==> src/rtl/int2flt_pkg.sv <==
// int2flt_pkg: shared FSM state type and width helpers for the iterative int-to-float converter.
package int2flt_pkg;

    typedef enum logic [1:0] {IDLE, NORM, ROUND, DONE} state_t;

    function automatic int bias(input int exp_w);
        return (1 << (exp_w - 1)) - 1;
    endfunction

    function automatic int mag_w(input int int_w, input int twos_comp);
        return (twos_comp != 0) ? int_w : int_w - 1;
    endfunction

    // Working exponent must hold BIAS+MW plus a rounding carry and still compare against 2**EXP_W-1.
    function automatic int exp_reg_w(input int int_w, input int exp_w);
        int w;
        w = $clog2(bias(exp_w) + int_w + 1);
        return ((w > exp_w) ? w : exp_w) + 1;
    endfunction

endpackage

==> src/rtl/flt_round_rne.sv <==
// flt_round_rne: combinational round-to-nearest-even of a truncated mantissa with exponent
// carry and saturation to infinity.
module flt_round_rne #(
    parameter int MAN_W = 10,
    parameter int EXP_W = 5,
    parameter int XW    = 6
) (
    input  logic [MAN_W-1:0] i_m,
    input  logic             i_g,
    input  logic             i_s,
    input  logic [XW-1:0]    i_exp,
    output logic [MAN_W-1:0] o_m,
    output logic [EXP_W-1:0] o_exp,
    output logic             o_ovf
);

    logic [MAN_W:0] w_sum;
    logic [XW-1:0]  w_exp;

    assign w_sum = {1'b0, i_m} + (MAN_W+1)'(i_g & (i_s | i_m[0]));
    // A carry out of the mantissa leaves its low bits zero, so only the exponent moves.
    assign w_exp = i_exp + XW'(w_sum[MAN_W]);
    assign o_ovf = w_exp >= XW'((1 << EXP_W) - 1);
    assign o_m   = o_ovf ? '0 : w_sum[MAN_W-1:0];
    assign o_exp = o_ovf ? '1 : w_exp[EXP_W-1:0];

endmodule

==> src/rtl/int2flt_iter.sv <==
// int2flt_iter: multi-cycle integer to binary float converter; one left shift per NORM cycle,
// then a single RNE rounding cycle, with valid/ready on both sides.
module int2flt_iter
    import int2flt_pkg::*;
#(
    parameter int INT_W     = 16,
    parameter int EXP_W     = 5,
    parameter int MAN_W     = 10,
    parameter int TWOS_COMP = 0
) (
    input  logic                   clk,
    input  logic                   reset,
    input  logic                   in_valid,
    output logic                   in_ready,
    input  logic [INT_W-1:0]       int_in,
    output logic                   out_valid,
    input  logic                   out_ready,
    output logic [EXP_W+MAN_W:0]   flt_out,
    output logic                   overflow,
    output logic                   busy
);

    localparam int MW   = mag_w(INT_W, TWOS_COMP);
    localparam int BIAS = bias(EXP_W);
    localparam int XW   = exp_reg_w(INT_W, EXP_W);
    localparam int FW   = MW + MAN_W + 1;

    state_t               r_state, w_next;
    logic                 r_sign, r_ovf;
    logic [MW-1:0]        r_mag, w_mag_in;
    logic [XW-1:0]        r_exp;
    logic [EXP_W+MAN_W:0] r_flt;
    logic [INT_W-1:0]     w_abs;
    logic [FW-1:0]        w_frac;
    logic                 w_zero;
    logic [MAN_W-1:0]     w_m_rnd;
    logic [EXP_W-1:0]     w_exp_rnd;
    logic                 w_ovf;

    assign w_abs    = int_in[INT_W-1] ? -int_in : int_in;
    assign w_mag_in = (TWOS_COMP != 0) ? MW'(w_abs) : MW'(int_in[INT_W-2:0]);
    assign w_zero   = r_mag == '0;
    // Bits below the hidden one, padded so mantissa, guard and sticky always exist.
    assign w_frac   = {r_mag[MW-2:0], {(MAN_W+2){1'b0}}};

    flt_round_rne #(.MAN_W(MAN_W), .EXP_W(EXP_W), .XW(XW)) u_round (
        .i_m   (w_frac[FW-1 -: MAN_W]),
        .i_g   (w_frac[FW-1-MAN_W]),
        .i_s   (|w_frac[FW-2-MAN_W:0]),
        .i_exp (r_exp),
        .o_m   (w_m_rnd),
        .o_exp (w_exp_rnd),
        .o_ovf (w_ovf)
    );

    always_ff @(posedge clk or negedge reset) begin
        if (!reset) r_state <= IDLE;
        else        r_state <= w_next;
    end

    always_comb begin
        w_next = r_state;
        unique case (r_state)
            IDLE:    w_next = in_valid ? NORM : IDLE;
            NORM:    w_next = (w_zero || r_mag[MW-1]) ? ROUND : NORM;
            ROUND:   w_next = DONE;
            DONE:    w_next = out_ready ? IDLE : DONE;
            default: w_next = IDLE;
        endcase
    end

    always_ff @(posedge clk or negedge reset) begin
        if (!reset) begin
            r_sign <= 1'b0;
            r_mag  <= '0;
            r_exp  <= '0;
            r_flt  <= '0;
            r_ovf  <= 1'b0;
        end else if (r_state == IDLE && in_valid) begin
            r_sign <= int_in[INT_W-1];
            r_mag  <= w_mag_in;
            r_exp  <= XW'(BIAS + MW - 1);
        end else if (r_state == NORM && !w_zero && !r_mag[MW-1]) begin
            r_mag  <= r_mag << 1;
            r_exp  <= r_exp - XW'(1);
        end else if (r_state == ROUND) begin
            r_flt  <= w_zero ? {r_sign, {(EXP_W+MAN_W){1'b0}}} : {r_sign, w_exp_rnd, w_m_rnd};
            r_ovf  <= !w_zero && w_ovf;
        end
    end

    assign in_ready  = r_state == IDLE;
    assign busy      = r_state != IDLE;
    assign out_valid = r_state == DONE;
    assign flt_out   = r_flt;
    assign overflow  = r_ovf;

endmodule
==> config.mk <==
export PLATFORM = sky130hd
export DESIGN_NAME = int2flt_iter
export DESIGN_NICKNAME = d
export VERILOG_FILES = /design/src/rtl/int2flt_pkg.sv /design/src/rtl/flt_round_rne.sv /design/src/rtl/int2flt_iter.sv
export SDC_FILE = /design/constraint.sdc
export NUM_CORES = 1
export LEC_CHECK = 0
export ABC_CLOCK_PERIOD_IN_PS = 2750
export BUFFER_PORTS_ARGS = -buffer_cell sky130_fd_sc_hd__buf_2
export CORE_AREA = 2 2 91 71
export DETAILED_ROUTE_END_ITERATION = 8
export DIE_AREA = 0 0 93 73
export PLACE_DENSITY = 0.65
export SETUP_SLACK_MARGIN = 0.02
export SYNTH_ARGS = -nofsm -noshare
export SYNTH_HDL_FRONTEND = slang
export SYNTH_SLANG_ARGS = --single-unit
==> constraint.sdc <==
create_clock -name clk -period 2.75 [get_ports clk]
set_input_delay 0.1375 -clock clk [delete_from_list [all_inputs] [get_ports clk]]
set_output_delay 0.1375 -clock clk [all_outputs]
set_load 0.005 [all_outputs]
==> impl_metrics.yaml, run 1 <==
outcome:
  outcome: "finished with violations"
  violations: "hold timing"
timing:
  clock_skew_ns: 0.00582
  rsz0062_at_grt: "no"
  whs_ns: -0.0209
  max_slew_margin_pct: 38.5
  setup_ws_ns: 0.205
  setup_violations: 0
  hold_viol: 41
  max_freq_mhz: 393
  drv_slew: 0
  post-route-min-period_ns: 2.54
  worstMarginPinSlew_ns: 0.922
  setup_tns_ns: 0
  finalCritPeriodShare_pct: 92.5
floorplanning:
  die_y_um: 73
  core.rowCount: 25
  start_util_pct: 37.8
  die_area_sq_um: 6790
  die_w_um: 93
  design.core.area_sq_um: 6010
  ios: 40
yosys:
  synthTopCellsByArea: "dfrtp_1 (45%), nand2_1 (5.9%), o31ai_1 (5.3%), a21oi_1 (5.1%), nor2_1 (3.6%)"
  synth_top_area_share_pct: 45.2
  avgSynthCellArea_sq_um: 8.91
  synth_area_leader_cell: "dfrtp_1"
  synth_cell_type_count: 37
  synth_area_sq_um: 2270
  synth_seq_area_share_pct: 45.2
  synth-warning-count: 0
  syn_inst: 255
  syn_nets: 279
  synth.ff_latch_count: 41
clock_network:
  cts-buffers-inserted: 5
  h-tree-depth: 2
  holdBufCountCts: 0
  cts.clk_slew.worst_paths_ns: 0.08
  insertion_delay_ns: 0.29
  cts_tree: "yes"
  clk_path_buf_depth: 2
  cts_sinks: 41
  root_buffer: "clkbuf_8"
worst_setup_path:
  r2r-end: "flt_out[3]"
  cp_data_required_time_ns: 2.91
  end_kind: "register"
  setup.worst_path.start: "r_mag[4]"
  arrival_ns: 2.71
  r2r-start: "r_mag[4]"
  critical_path.endpoint: "flt_out[3]"
  regToRegSetupSlack_ns: 0.21
  critPathLaunchType: "register"
  crit_path_max_fanout: 5
  worstSetupPathType: "reg -> reg"
  rr_worst_depth: 12
power_and_ir_drop:
  p_sw_mw: 1.23
  p_leak_nw: 1.18
  comb_power_share_pct: 48.9
  clock_power_share_pct: 13.4
  p_int_mw: 1.68
  seqPwrFrac_pct: 37.7
  switching_share_pct: 42.2
  powerDensity_nw_per_um2: 1090
  ir_drop_mv: 0.495
run:
  maxCapViolCount: 0
route:
  drtPass1Iterations: 4
  drc: 0
  viasPerCell: 5.37
  wirelength_um: 5480
  vias: 2015
  ant_nets: 0
  drt-initial-drc-count: 96
  routedWlPerCell_um: 14.6
global_route:
  antenna_found_initial: 0
  grt_overflow: 0
  grt_pass1_wl_um: 9000
  grt_usage_pct: 16.7
  grt_max_degree: 42
  grt_pass1_vias: 1772
min_path:
  hold_class: "in -> async"
final_layout:
  layout.nets: 317
  layout-drive-gt1-share_pct: 23.5
  syn2layout_area_growth_pct: 18.0
  final_util_pct: 44.6
  antenna_cells: 0
placement:
  hpwl_um: 3760
  gp_congestion: 0.835
  dpl_worst_slack_ns: 0.0989
  port_buffers: 39
-- worst min-delay path by stage --
| stage | startpoint | end | slack [ns] | cells past startpoint |
|---|---|---|---|---|
| 6_report | reset | flt_out[12] | -0.02 | 1 |
| 3_5_place_dp | reset | flt_out[12] | 0.33 | 1 |
| 3_3_place_gp | reset | flt_out[12] | 0.33 | 1 |
| 2_1_floorplan | reset | flt_out[0] | -0.16 | 0 |
| 5_1_grt | reset | flt_out[12] | 0.06 | 1 |
| 4_1_cts | reset | flt_out[12] | 0.01 | 1 |
-- area by class of cell --
type,instances,area (sq um)
clock buffers,5,68.8
clock inverters,3,17.5
fillers,643,3330
inverters,7,26.3
multi-input cells,187,1150
flip-flops and latches,41,1030
well taps,81,101
repair buffers,51,285
-- synthesized netlist by cell type, drive strengths merged --
library cell  count
dfrtp            41
a31oi             6
o41ai             1
a21oi            23
a311oi            1
o22a              1
a21o              1
mux2              1
o21a              1
xor2              6
or4               3
o31ai            16
o21ai            19
buf              13
xnor2             5
nand2b            1
or3               3
ha                4
nand4             4
and2              4
a22o              2
nand3            12
inv               7
nand2            36
nor3              5
nor4              3
o2111ai           1
clkbuf            8
nor2             22
o211ai            1
nand4b            1
and4              3
-- what timing repair did --
item                       CTS  global route
setup buffers                0             1
setup endpoints to repair    0            10
resized for setup            0             4
-- worst max-delay path: stages, from the launching register on --
cell,delay [ns]
dfrtp_1,0.39
and2_1,0.19
ha_1,0.22
and4_1,0.24
nand2_1,0.07
nor2_1,0.04
ha_1,0.21
ha_1,0.23
xor2_2,0.16
nand4_1,0.12
buf_4,0.18
o2111ai_4,0.27
o31ai_1,0.12
-- kinds of logic (layout without fill, tap and decap cells) --
family                     Yosys count  count (layout)  share of synthesized area (%)
adders and majority gates            4               4                           2.20
and+or+nand+nor                     97              97                           22.0
DFF                                 41              41                           45.2
AOI/OAI and AO/OA                   73              74                           19.8
xor gates and xnor gates            11              11                           4.24
muxes                                1               1                          0.496
buffers and inverters               28              66                           6.17
-- power by group through the flow --
stage	clock (mW)	sequential, mW	combinational, mW
5_1_grt	0.429	1.14	1.60
4_1_cts	0.398	1.10	1.38
3_3_place_gp	0	1.10	1.35
2_1_floorplan	0	1.10	0.910
3_5_place_dp	0	1.11	1.38
6_report	0.389	1.10	1.42
-- registers in the layout, summed over array words and instances (netlist names) --
| register | count |
|---|---|
| r_exp | 6 |
| flt_out | 16 |
| r_sign | 1 |
| overflow | 1 |
| r_mag | 15 |
| r_state | 2 |
-- layer usage --
metal	vias to the layer above	global-route usage (%)	part of all wire (%)
met4	0	2.94	0.69
met1	972	25.9	52
li1	989	-	-
met2	50	24.2	42
met5	-	0	0
met3	4	3.41	4.5
-- metrics by stage --
step | cell area (sq um) | power [mW] | cells
2_1_floorplan | 2270 | 2.01 | 255
3_3_place_gp | 2540 | 2.45 | 365
3_5_place_dp | 2540 | 2.48 | 365
4_1_cts | 2620 | 2.88 | 373
5_1_grt | 2680 | 3.17 | 375
6_report | 2680 | 2.91 | 375
-- placed cells by master (no fill, tap or decap), drive strengths merged, types with 3 or more instances in the layout --
| master | synthesis | routed |
|---|---|---|
| xor2 | 6 | 6 |
| a31oi | 6 | 6 |
| nand4 | 4 | 4 |
| and4 | 3 | 3 |
| o21ai | 19 | 19 |
| or4 | 3 | 3 |
| clkbuf | 8 | 5 |
| ha | 4 | 4 |
| or3 | 3 | 3 |
| xnor2 | 5 | 5 |
| nand3 | 12 | 12 |
| inv | 7 | 7 |
| nor2 | 22 | 22 |
| o31ai | 16 | 16 |
| nand2 | 36 | 36 |
| nor4 | 3 | 3 |
| nor3 | 5 | 5 |
| and2 | 4 | 4 |
| buf | 13 | 51 |
| dfrtp | 41 | 41 |
| a21oi | 23 | 23 |
No activity file was read; power rests on OpenSTA's default activity.
==> run 2: changes to the inputs <==
--- a/config.mk
+++ b/config.mk
@@ -5,7 +5,7 @@
 export SDC_FILE = /design/constraint.sdc
 export NUM_CORES = 1
 export LEC_CHECK = 0
-export ABC_CLOCK_PERIOD_IN_PS = 2750
+export ABC_CLOCK_PERIOD_IN_PS = 2410
 export BUFFER_PORTS_ARGS = -buffer_cell sky130_fd_sc_hd__buf_2
 export CORE_AREA = 2 2 91 71
 export DETAILED_ROUTE_END_ITERATION = 8
==> constraint.sdc (replaced) <==
create_clock -name clk -period 2.41 [get_ports clk]
set_input_delay 0.1205 -clock clk [delete_from_list [all_inputs] [get_ports clk]]
set_output_delay 0.1205 -clock clk [all_outputs]
set_load 0.005 [all_outputs]
==> impl_metrics.yaml, run 2 (synthesis results as in run 1) <==
worst_setup_path:
  r2r-start: "r_mag[4]"
  critPathLaunchType: "register"
  worstSetupPathType: "reg -> reg"
  rr_worst_depth: 11
  cp_data_required_time_ns: 2.65
  r2r-end: "flt_out[13]"
  regToRegSetupSlack_ns: 0.08
  arrival_ns: 2.57
  crit_path_max_fanout: 4
  end_kind: "register"
route:
  drc: 0
  ant_nets: 0
  routedWlPerCell_um: 15.3
  wirelength_um: 5910
  viasPerCell: 5.35
  drtPass1Iterations: 4
  vias: 2059
  drt-initial-drc-count: 98
power_and_ir_drop:
  p_leak_nw: 1.25
  switching_share_pct: 42.1
  comb_power_share_pct: 50.9
  clock_power_share_pct: 13.1
  powerDensity_nw_per_um2: 1240
  finalPower_mw: 3.56
  ir_drop_mv: 0.510
  p_sw_mw: 1.50
  p_int_mw: 2.06
  seqPwrFrac_pct: 36.0
global_route:
  antenna_found_initial: 0
  globalRouteMet3Util_pct: 3.93
  gr-max-usage-layer: "met2"
  globalRouteMet2Util_pct: 26.8
  grt_pass1_vias: 1937
  grt_overflow: 0
  grt_usage_pct: 18.2
  grt_max_degree: 42
  grt_pass1_wl_um: 9570
  met1_usage_pct: 26.4
timing:
  hold_viol: 0
  max_freq_mhz: 429
  finalCritPeriodShare_pct: 96.7
  clock_skew_ns: 0.00278
  rsz0062_at_grt: "yes"
  setup_tns_ns: 0
  max_slew_margin_pct: 38.1
  post-route-min-period_ns: 2.33
  worstMarginPinSlew_ns: 0.928
  drv_slew: 0
  setup_violations: 0
clock_network:
  cts_sinks: 41
  root_buffer: "clkbuf_8"
  cts-buffers-inserted: 5
  insertion_delay_ns: 0.30
  cts_tree: "yes"
  cts.clk_slew.worst_paths_ns: 0.08
  clk_path_buf_depth: 2
  h-tree-depth: 2
final_layout:
  layout.nets: 328
  layout-drive-gt1-share_pct: 30.6
  layout_common_cells: "dfrtp_1 (41), buf_2 (39), nand2_1 (36)"
  final_area_sq_um: 2880
  antenna_cells: 0
  syn2layout_area_growth_pct: 26.8
  layout_commonest_cell: "dfrtp_1"
  largest_reg_flops: 16
  final-instance-count-excl-fill: 385
min_path:
  hold_class: "in -> reg"
  hold_path_depth: 3
  min-delay-start: "int_in[15]"
  min_to: "r_sign"
placement:
  gp_congestion: 0.833
  port_buffers: 39
  placed_cells: 373
  placed_cell_area_sq_um: 2610
  hpwl_um: 3980
run:
  maxCapViolCount: 0
floorplanning:
  start_util_pct: 37.8
  design.core.area_sq_um: 6010
  die_w_um: 93
  ios: 40
  die_y_um: 73
  core.rowCount: 25
  die_area_sq_um: 6790
outcome:
  outcome: "finished clean"
-- run 2: worst max path at each step --
stage	slack, ns	startpoint	to
after global routing	-0.07	r_mag[3]	flt_out[1]
final	0.08	r_mag[4]	flt_out[13]
after global placement	0.04	r_mag[4]	flt_out[7]
after floorplan	0.01	r_mag[4]	flt_out[0]
after CTS	0.04	r_mag[4]	flt_out[1]
after detailed placement	-0.06	r_mag[4]	flt_out[0]
-- run 2: per-layer routing --
metal  vias up  part of all wire (%)
met5         -                     0
met4         0                   1.3
met3         7                   5.5
met2        57                    44
met1       986                    49
li1       1009                     -
-- run 2: cell type report --
cell class	instances	area, sq um
multi-input combinational	187	1270
sequential	41	1030
tap	81	101
inverter	7	26.3
timing repair buffer	62	374
clock buffer	7	86.3
fill	629	3120
-- run 2: power groups by stage --
| stage | sequential (mW) | combinational (mW) | clock (mW) |
|---|---|---|---|
| 2_1_floorplan | 1.25 | 1.05 | 0 |
| 3_3_place_gp | 1.25 | 1.61 | 0 |
| 3_5_place_dp | 1.27 | 1.63 | 0 |
| 4_1_cts | 1.26 | 1.67 | 0.477 |
| 5_1_grt | 1.32 | 2.04 | 0.506 |
| 6_report | 1.28 | 1.81 | 0.467 |
-- run 2: per-stage QoR --
stage                     utilization (%)  hold slack [ns]  setup slack, ns
after floorplan                         -           -0.175          0.00959
after global placement               43.4            0.303           0.0385
after detailed placement             43.4            0.306          -0.0636
after CTS                            46.0          0.00139           0.0412
after global routing                 48.0          0.00831          -0.0667
final                                48.0          0.00381           0.0806
-- run 2: what timing repair did --
| item | in CTS | in global routing |
|---|---|---|
| endpoints found under the hold margin | 32 | 0 |
| gates resized for setup | 5 | 19 |
| setup buffers | 2 | 1 |
| cloned | 1 | 0 |
| hold buffers | 1 | 0 |
| pin swaps | 9 | 14 |
| endpoints found under the setup margin | 10 | 15 |
-- run 2: worst max-delay path, cell delays in order (launching register included) --
cell and delay [ns]:
dfrtp_1 0.36, and2_4 0.16, ha_4 0.12, and4_1 0.18, nand2_1 0.05, nor2_1 0.11
ha_2 0.21, buf_4 0.13, nand3_2 0.13, or3_4 0.47, a311oi_2 0.24, a21o_1 0.11
==> run 3: changes to the inputs <==
--- a/config.mk
+++ b/config.mk
@@ -8,6 +8,7 @@
 export ABC_CLOCK_PERIOD_IN_PS = 2410
 export BUFFER_PORTS_ARGS = -buffer_cell sky130_fd_sc_hd__buf_2
 export CORE_AREA = 2 2 91 71
+export CTS_BUF_LIST = sky130_fd_sc_hd__clkbuf_4 sky130_fd_sc_hd__clkbuf_8
 export DETAILED_ROUTE_END_ITERATION = 8
 export DIE_AREA = 0 0 93 73
 export PLACE_DENSITY = 0.65
==> impl_metrics.yaml, run 3 (synthesis results as in run 1) <==
worst_setup_path:
  critPathLaunchType: "register"
  path_cells: "and2_4 > ha_4 > and4_1 > nand2_1 > nor2_1 > ha_2 > buf_4 > nand3_2 > or3_4 > a311oi_2 > a21o_1"
  worstSetupPathType: "reg -> reg"
  max_stage_delay_ns: 0.47
  cp_data_required_time_ns: 2.65
  crit_path_max_fanout: 4
  arrival_ns: 2.57
  cpMaxStageDelayCell: "or3_4"
  end_kind: "register"
floorplanning:
  ios: 40
  die_y_um: 73
  die_area_sq_um: 6790
  start_util_pct: 37.8
  die_w_um: 93
  design.core.area_sq_um: 6010
  core.rowCount: 25
route:
  ant_nets: 0
  drtPass1Iterations: 4
  vias: 2042
  drc: 0
  routedWlPerCell_um: 15.2
  drt-initial-drc-count: 101
  wirelength_um: 5870
  viasPerCell: 5.30
timing:
  finalCritPeriodShare_pct: 96.6
  rsz0062_at_grt: "yes"
  post-route-min-period_ns: 2.33
  worstMarginPinSlew_ns: 0.928
  setup_tns_ns: 0
  drv_slew: 0
  clock_skew_ns: 0.00271
  setup_violations: 0
  max_freq_mhz: 430
  hold_viol: 0
  whs_ns: 0.00394
  max_slew_margin_pct: 38.2
clock_network:
  clk_path_buf_depth: 2
  insertion_delay_ns: 0.30
  cts-buffers-inserted: 5
  root_buffer: "clkbuf_8"
  cts_tree: "yes"
  cts.clk_slew.worst_paths_ns: 0.08
  h-tree-depth: 2
  cts_sinks: 41
placement:
  gp_congestion: 0.833
  hpwl_um: 3980
  placed_cells: 373
  port_buffers: 39
power_and_ir_drop:
  powerDensity_nw_per_um2: 1240
  finalPower_mw: 3.57
  p_leak_nw: 1.25
  ir_drop_mv: 0.509
final_layout:
  layout_common_cells: "dfrtp_1 (41), buf_2 (39), nand2_1 (36)"
  antenna_cells: 0
  layout_commonest_cell: "dfrtp_1"
  layout-drive-gt1-share_pct: 30.9
  syn2layout_area_growth_pct: 27.0
  final-instance-count-excl-fill: 385
  largest_reg_flops: 16
  layout.nets: 328
global_route:
  antenna_found_initial: 0
  grt_pass1_vias: 1937
  grt_pass1_wl_um: 9570
  grt_overflow: 0
  grt_max_degree: 42
  grt_usage_pct: 18.2
outcome:
  outcome: "finished clean"
min_path:
  hold_class: "in -> reg"
run:
  maxCapViolCount: 0
==> run 3: cell count changes in the layout (fill, tap and decap cells not counted) <==
cell and change:
clkbuf_1 -1, clkbuf_4 +1
==> run 3: timing repair <==
action | in CTS | in global routing
hold buffers | 1 | 0
endpoints found under the hold margin | 32 | 0
resized for setup | 5 | 19
endpoints found under the setup margin | 10 | 15
buffers inserted | 2 | 1
pin swaps | 9 | 14
gates cloned | 1 | 0
==> run 3: final timing paths <==
| kind | endpoint | cells after the start | start | slack [ns] |
|---|---|---|---|---|
| max in group asynchronous | flt_out[7] | 2 | reset | 1.34 |
| min | r_sign | 3 | int_in[15] | 0.004 |
| min in group asynchronous | r_mag[2] | 2 | reset | 0.49 |
| min reg2reg | flt_out[13] | 1 | flt_out[13] | 0.47 |
| max reg2reg | flt_out[13] | 11 | r_mag[4] | 0.08 |
| max | flt_out[13] | 11 | r_mag[4] | 0.08 |
==> run 3: report_power, final <==
part / leakage [nW] / internal (mW) / switching (mW) / total [mW]
clock: 0.0477 / 0.239 / 0.238 / 0.477
combinational: 0.722 / 0.827 / 0.984 / 1.81
sequential: 0.481 / 1.01 / 0.271 / 1.28
==> run 3: worst max-delay path, delay by kind of cell (launching register included) <==
family | cells | cell delay [ns]
simple gates | 6 | 1.10
compound gates | 2 | 0.35
flops | 1 | 0.36
buf+inv | 1 | 0.13
fa+ha+maj | 2 | 0.33
==> run 3: per-stage QoR <==
stage               instance area [sq um]  utilization (%)  setup slack [ns]
floorplan                            2280                -           0.00959
global placement                     2610             43.4            0.0385
detailed placement                   2610             43.4           -0.0636
CTS                                  2770             46.0            0.0410
global route                         2890             48.0           -0.0666
finish                               2890             48.0            0.0823
==> run 3: per-layer routing <==
metal / wire (um) / GRT usage, % / up-vias / part of all wire [%]
met1: 2880 / 26.4 / 976 / 49
met2: 2590 / 26.8 / 51 / 44
met5: 0 / 0 / - / 0
li1: - / - / 1008 / -
met3: 315 / 3.93 / 7 / 5.4
met4: 79 / 6.54 / 0 / 1.3
==> run 3: cell type report <==
| cell class | instances | area, sq um |
|---|---|---|
| Inverter | 7 | 26.3 |
| Fill cell | 628 | 3120 |
| Clock buffer | 7 | 90.1 |
| Sequential cell | 41 | 1030 |
| Multi-Input combinational cell | 187 | 1270 |
| Tap cell | 81 | 101 |
| Timing Repair Buffer | 62 | 374 |
